**config.mk**
```make
export PLATFORM = sky130hd
export DESIGN_NAME = fft_bitrev_reorder
export DESIGN_NICKNAME = d
export VERILOG_FILES = /design/src/rtl/fft_bitrev_reorder.sv
export SDC_FILE = /design/constraint.sdc
export NUM_CORES = 2
export LEC_CHECK = 0
export CORE_MARGIN = 4
export CORE_UTILIZATION = 30
export CTS_CLUSTER_DIAMETER = 30
export DETAILED_ROUTE_END_ITERATION = 10
export HOLD_SLACK_MARGIN = 0.03
export PLACE_DENSITY_LB_ADDON = 0.08
export SLEW_MARGIN = 20
export SYNTH_ARGS = -nofsm -noshare
export SYNTH_HDL_FRONTEND = slang
export SYNTH_SLANG_ARGS = --single-unit
export TNS_END_PERCENT = 10
```
**constraint.sdc**
```tcl
create_clock -name clk -period 7.7 [get_ports clk]
set_input_delay 1.54 -clock clk [delete_from_list [all_inputs] [get_ports clk]]
set_output_delay 1.54 -clock clk [all_outputs]
set_load 0.05 [all_outputs]
```
**src/rtl/fft_bitrev_reorder.sv**
```systemverilog
// Output reorder stage of the 32-point SDF FFT: captures bit-reversed frames into
// a ping-pong buffer and replays each one gap-free in natural bin order.
module fft_bitrev_reorder #(
  parameter int N     = 32,
  parameter int LOG2N = 5,
  parameter int WIDTH = 22
) (
  input  logic                    clk,
  input  logic                    rst,
  input  logic                    in_valid,
  input  logic signed [WIDTH-1:0] data_real_in,
  input  logic signed [WIDTH-1:0] data_imag_in,
  output logic                    out_valid,
  output logic signed [WIDTH-1:0] data_real_out,
  output logic signed [WIDTH-1:0] data_imag_out,
  output logic [LOG2N-1:0]        out_index,
  output logic                    out_last
);

  typedef enum logic {IDLE, PLAY} state_t;

  function automatic logic [LOG2N-1:0] bitrev(input logic [LOG2N-1:0] v);
    logic [LOG2N-1:0] r;
    for (int i = 0; i < LOG2N; i++) begin
      r[i] = v[LOG2N-1-i];
    end
    return r;
  endfunction

  // Bank select is the address MSB: entries 0..N-1 are bank A, N..2N-1 bank B.
  logic [2*WIDTH-1:0] mem [0:2*N-1];

  logic [LOG2N-1:0] wr_cnt;
  logic             wr_bank;
  logic [1:0]       full;

  state_t           state, state_next;
  logic             rd_bank, rd_bank_next;
  logic [LOG2N-1:0] rd_cnt, rd_cnt_next;

  logic             wr_done;
  logic             play_done;
  logic             other_ready;

  logic             out_valid_d;
  logic             out_last_d;
  logic [LOG2N-1:0] out_index_d;
  logic [2*WIDTH-1:0] rd_word;

  assign wr_done   = in_valid && (wr_cnt == LOG2N'(N-1));
  assign play_done = (state == PLAY) && (rd_cnt == LOG2N'(N-1));
  // The other bank counts as ready if it is already full or fills on this very edge.
  assign other_ready = full[~rd_bank] || (wr_done && (wr_bank == ~rd_bank));

  always_ff @(posedge clk) begin
    if (in_valid && !rst) begin
      mem[{wr_bank, bitrev(wr_cnt)}] <= {data_real_in, data_imag_in};
    end
  end

  always_ff @(posedge clk) begin
    if (rst) begin
      wr_cnt  <= '0;
      wr_bank <= 1'b0;
    end else if (in_valid) begin
      wr_cnt <= wr_cnt + LOG2N'(1);
      if (wr_done) begin
        wr_bank <= ~wr_bank;
      end
    end
  end

  always_ff @(posedge clk) begin
    if (rst) begin
      full <= '0;
    end else begin
      if (play_done) begin
        full[rd_bank] <= 1'b0;
      end
      if (wr_done) begin
        full[wr_bank] <= 1'b1;
      end
    end
  end

  always_ff @(posedge clk) begin
    if (rst) begin
      state   <= IDLE;
      rd_bank <= 1'b0;
      rd_cnt  <= '0;
    end else begin
      state   <= state_next;
      rd_bank <= rd_bank_next;
      rd_cnt  <= rd_cnt_next;
    end
  end

  always_comb begin
    state_next   = state;
    rd_bank_next = rd_bank;
    rd_cnt_next  = rd_cnt;
    case (state)
      IDLE: begin
        if (wr_done) begin
          state_next   = PLAY;
          rd_bank_next = wr_bank;
          rd_cnt_next  = '0;
        end
      end
      PLAY: begin
        rd_cnt_next = rd_cnt + LOG2N'(1);
        if (play_done) begin
          if (other_ready) begin
            rd_bank_next = ~rd_bank;
          end else begin
            state_next  = IDLE;
            rd_cnt_next = '0;
          end
        end
      end
      default: begin
        state_next = IDLE;
      end
    endcase
  end

  always_comb begin
    out_valid_d = 1'b0;
    out_last_d  = 1'b0;
    out_index_d = '0;
    rd_word     = '0;
    if (state == PLAY) begin
      out_valid_d = 1'b1;
      out_last_d  = play_done;
      out_index_d = rd_cnt;
      rd_word     = mem[{rd_bank, rd_cnt}];
    end
  end

  always_ff @(posedge clk) begin
    if (rst) begin
      out_valid     <= 1'b0;
      out_last      <= 1'b0;
      out_index     <= '0;
      data_real_out <= '0;
      data_imag_out <= '0;
    end else begin
      out_valid     <= out_valid_d;
      out_last      <= out_last_d;
      out_index     <= out_index_d;
      data_real_out <= rd_word[2*WIDTH-1:WIDTH];
      data_imag_out <= rd_word[WIDTH-1:0];
    end
  end

endmodule

```
==> flow_summary.yaml <==
cts:
  cts_tree: "done"
  numCtsBuffers: 683
  cts_root_buf: "clkbuf_16"
  clock_latency_ns: 1.01
  hold_buffers: 0
  clk_pin_slew_ns: 0.05
  clockBufferDepth: 4
  cts_resized: 0
  cts_sinks: 2882
  postCtsSetupBuffers: 0
  cts_htree_levels: 6
die:
  initial_utilization: 0.3013
  die-area_sq_mm: 0.3741
  die_x_um: 611.7
  die_h_um: 611.7
  ios: 98
  core_area_sq_mm: 0.3628
  rows: 221
yosys:
  synthesis.nets: 4768
  seq_area_frac_synth: 0.7856
  syn-instance-count: 4717
  synth_area_leaders: "edfxtp_1 (77%), mux4_2 (15%), mux2i_1 (1.6%), dfxtp_1 (1.2%), a22oi_1 (0.59%)"
  ys_types: 50
  synth.top_cell.area_share: 0.7735
  synthArstFlopShare: 0
  syn_avg_cell_area_sq_um: 23.18
  netlist_area_sq_mm: 0.1093
  yosysTopAreaCell: "edfxtp_1"
  ys.flop_type: "edfxtp_1"
  yosysWarningCount: 0
  synth_edf_count: 2816
  ys_ff_latch: 2882
timing:
  grt_setup_unrepaired: "no"
  final_period_minus_worst_setup_slack_ns: 4.688
  achievable-frequency_mhz: 213.3
  worst_pin_slew_ns: 1.197
  tns_ns: 0
  final_max_slew_viol_count: 0
  slew_headroom: 0.2018
  fin_crit_sh: 0.6089
  setup_viol: 0
  finalHoldViolations: 0
  clock-skew-final_ns: 0.05141
  whs_ns: 0.5098
  fin_ws_ns: 3.012
routing:
  drc: 0
  wl_per_cell_um: 33.88
  avgViaCountPerCell: 4.978
  routed_wl_um: 366000
  vias: 53780
  drtAntennaViolNets: 0
  first_iter_violations: 4727
  dr.pass1.iters: 5
grt:
  grt_pass1_vias: 56560
  grt_max_degree: 107
  grt-ovfl-total: 0
  grtUsageTotal: 0.1930
  antenna_found_initial: 22
  grt_first_pass_wirelength_um: 496900
setup_path:
  path_max_fanout: 18
  criticalPathCategory: "in2reg"
  end_kind: "register"
  crit_required_ns: 8.50
  critical_path_arrival_ns: 5.49
  start_kind: "input port"
run:
  maxCapViolations: 0
placed_design:
  pre_cts_slack_ns: 2.134
  gp_congestion: 0.7907
  place_hpwl_um: 222700
  numPortBuffers: 97
cells_and_area:
  finalNetCount: 5471
  nFillCells: 32570
  seqCellArea_sq_mm: 0.08590
  final_cell_mix: "edfxtp_1 (2,816), mux4_2 (729), clkbuf_16 (693)"
  drive_above_1_share: 0.3556
  final_common_cell: "edfxtp_1"
  syn_to_final_growth_pct: 28.69
  multi_input_area_sq_mm: 0.02258
power:
  p_leak_nw: 44.08
  p_per_area_mw_per_mm2: 334.3
  ir_drop_mv: 0.1778
min_path:
  hp-class: "reg2reg"
run_status:
  status: "completed"
## sequential cells by signal, summed over array words and instances (netlist names), 2 cells and up
signal and count:
data_imag_out 22, out_index 5, data_real_out 22, full 2, mem 2816, rd_cnt 5, wr_cnt 5
## critical path: stages
cell	delay [ns]
clkdlybuf4s50_1	0.46
buf_4	0.22
nand2b_2	0.54
inv_1	0.63
nand2_1	0.82
clkinv_1	0.74
a31oi_1	0.37
a31oi_1	0.13
## logic make-up (layout without fill, tap and decap cells)
family          after synthesis  count (layout)  share of synthesized area
other cells                   0              13                          0
buf+inv                     264            1542                    0.01264
flops                      2882            2882                     0.7856
fa+ha+maj                     4               4                  0.0004578
simple gates                332             332                    0.01330
xor+xnor                      3               3                  0.0002404
compound gates              303             303                    0.01898
mux                         929             929                     0.1688
## cell type report
class,count,area share
sequential,2882,0.6105
antenna,13,0.0002312
clock buffer,800,0.1263
timing repair buffer,276,0.01798
multi-input combinational,1571,0.1605
clock inverter,460,0.04168
tap,4794,0.04263
inverter,6,0.0001957
## report_power, final
group          internal (mW)  leakage [nW]  switching (mW)
Clock                   20.0          11.3            9.23
Sequential              17.3          25.9         0.00880
Combinational         0.0623          6.91           0.437
Total                   37.4          44.1            9.68
## synth_stat cells (all sizes together), types with 27 or more instances
cell,count
dfxtp,66
a31oi,34
nor2,105
mux2,27
a22oi,86
a21oi,59
clkbuf,92
o22ai,34
mux4,729
nand2,131
buf,166
mux2i,173
edfxtp,2816
## layer usage
metal  vias to the layer above  global-route usage  share of wire
met5                         -                   0       0.000036
met3                       513             0.02931          0.042
met1                     29710              0.2592           0.43
met4                         2             0.05713          0.027
met2                      1601              0.3242           0.50
li1                      21950                   -              -
## path summary, 6_finish.rpt
kind	start	to	slack (ns)	cells past startpoint
min	full[0]	full[0]	0.51	2
max reg2reg	rd_cnt[0]	data_real_out[0]	3.66	6
max	rst	data_real_out[11]	3.01	8
min reg2reg	full[0]	full[0]	0.51	2
## stage by stage
step,util,cells,area [sq um],power (mW)
global placement,0.3222,9522,116900,18.10
detailed placement,0.3225,9528,117000,18.11
floorplan,-,4717,109300,17.64
global route,0.3877,10790,140700,48.47
CTS,0.3877,10790,140600,47.56
finish,0.3878,10800,140700,47.03
Power figures use the tool's default switching activity.
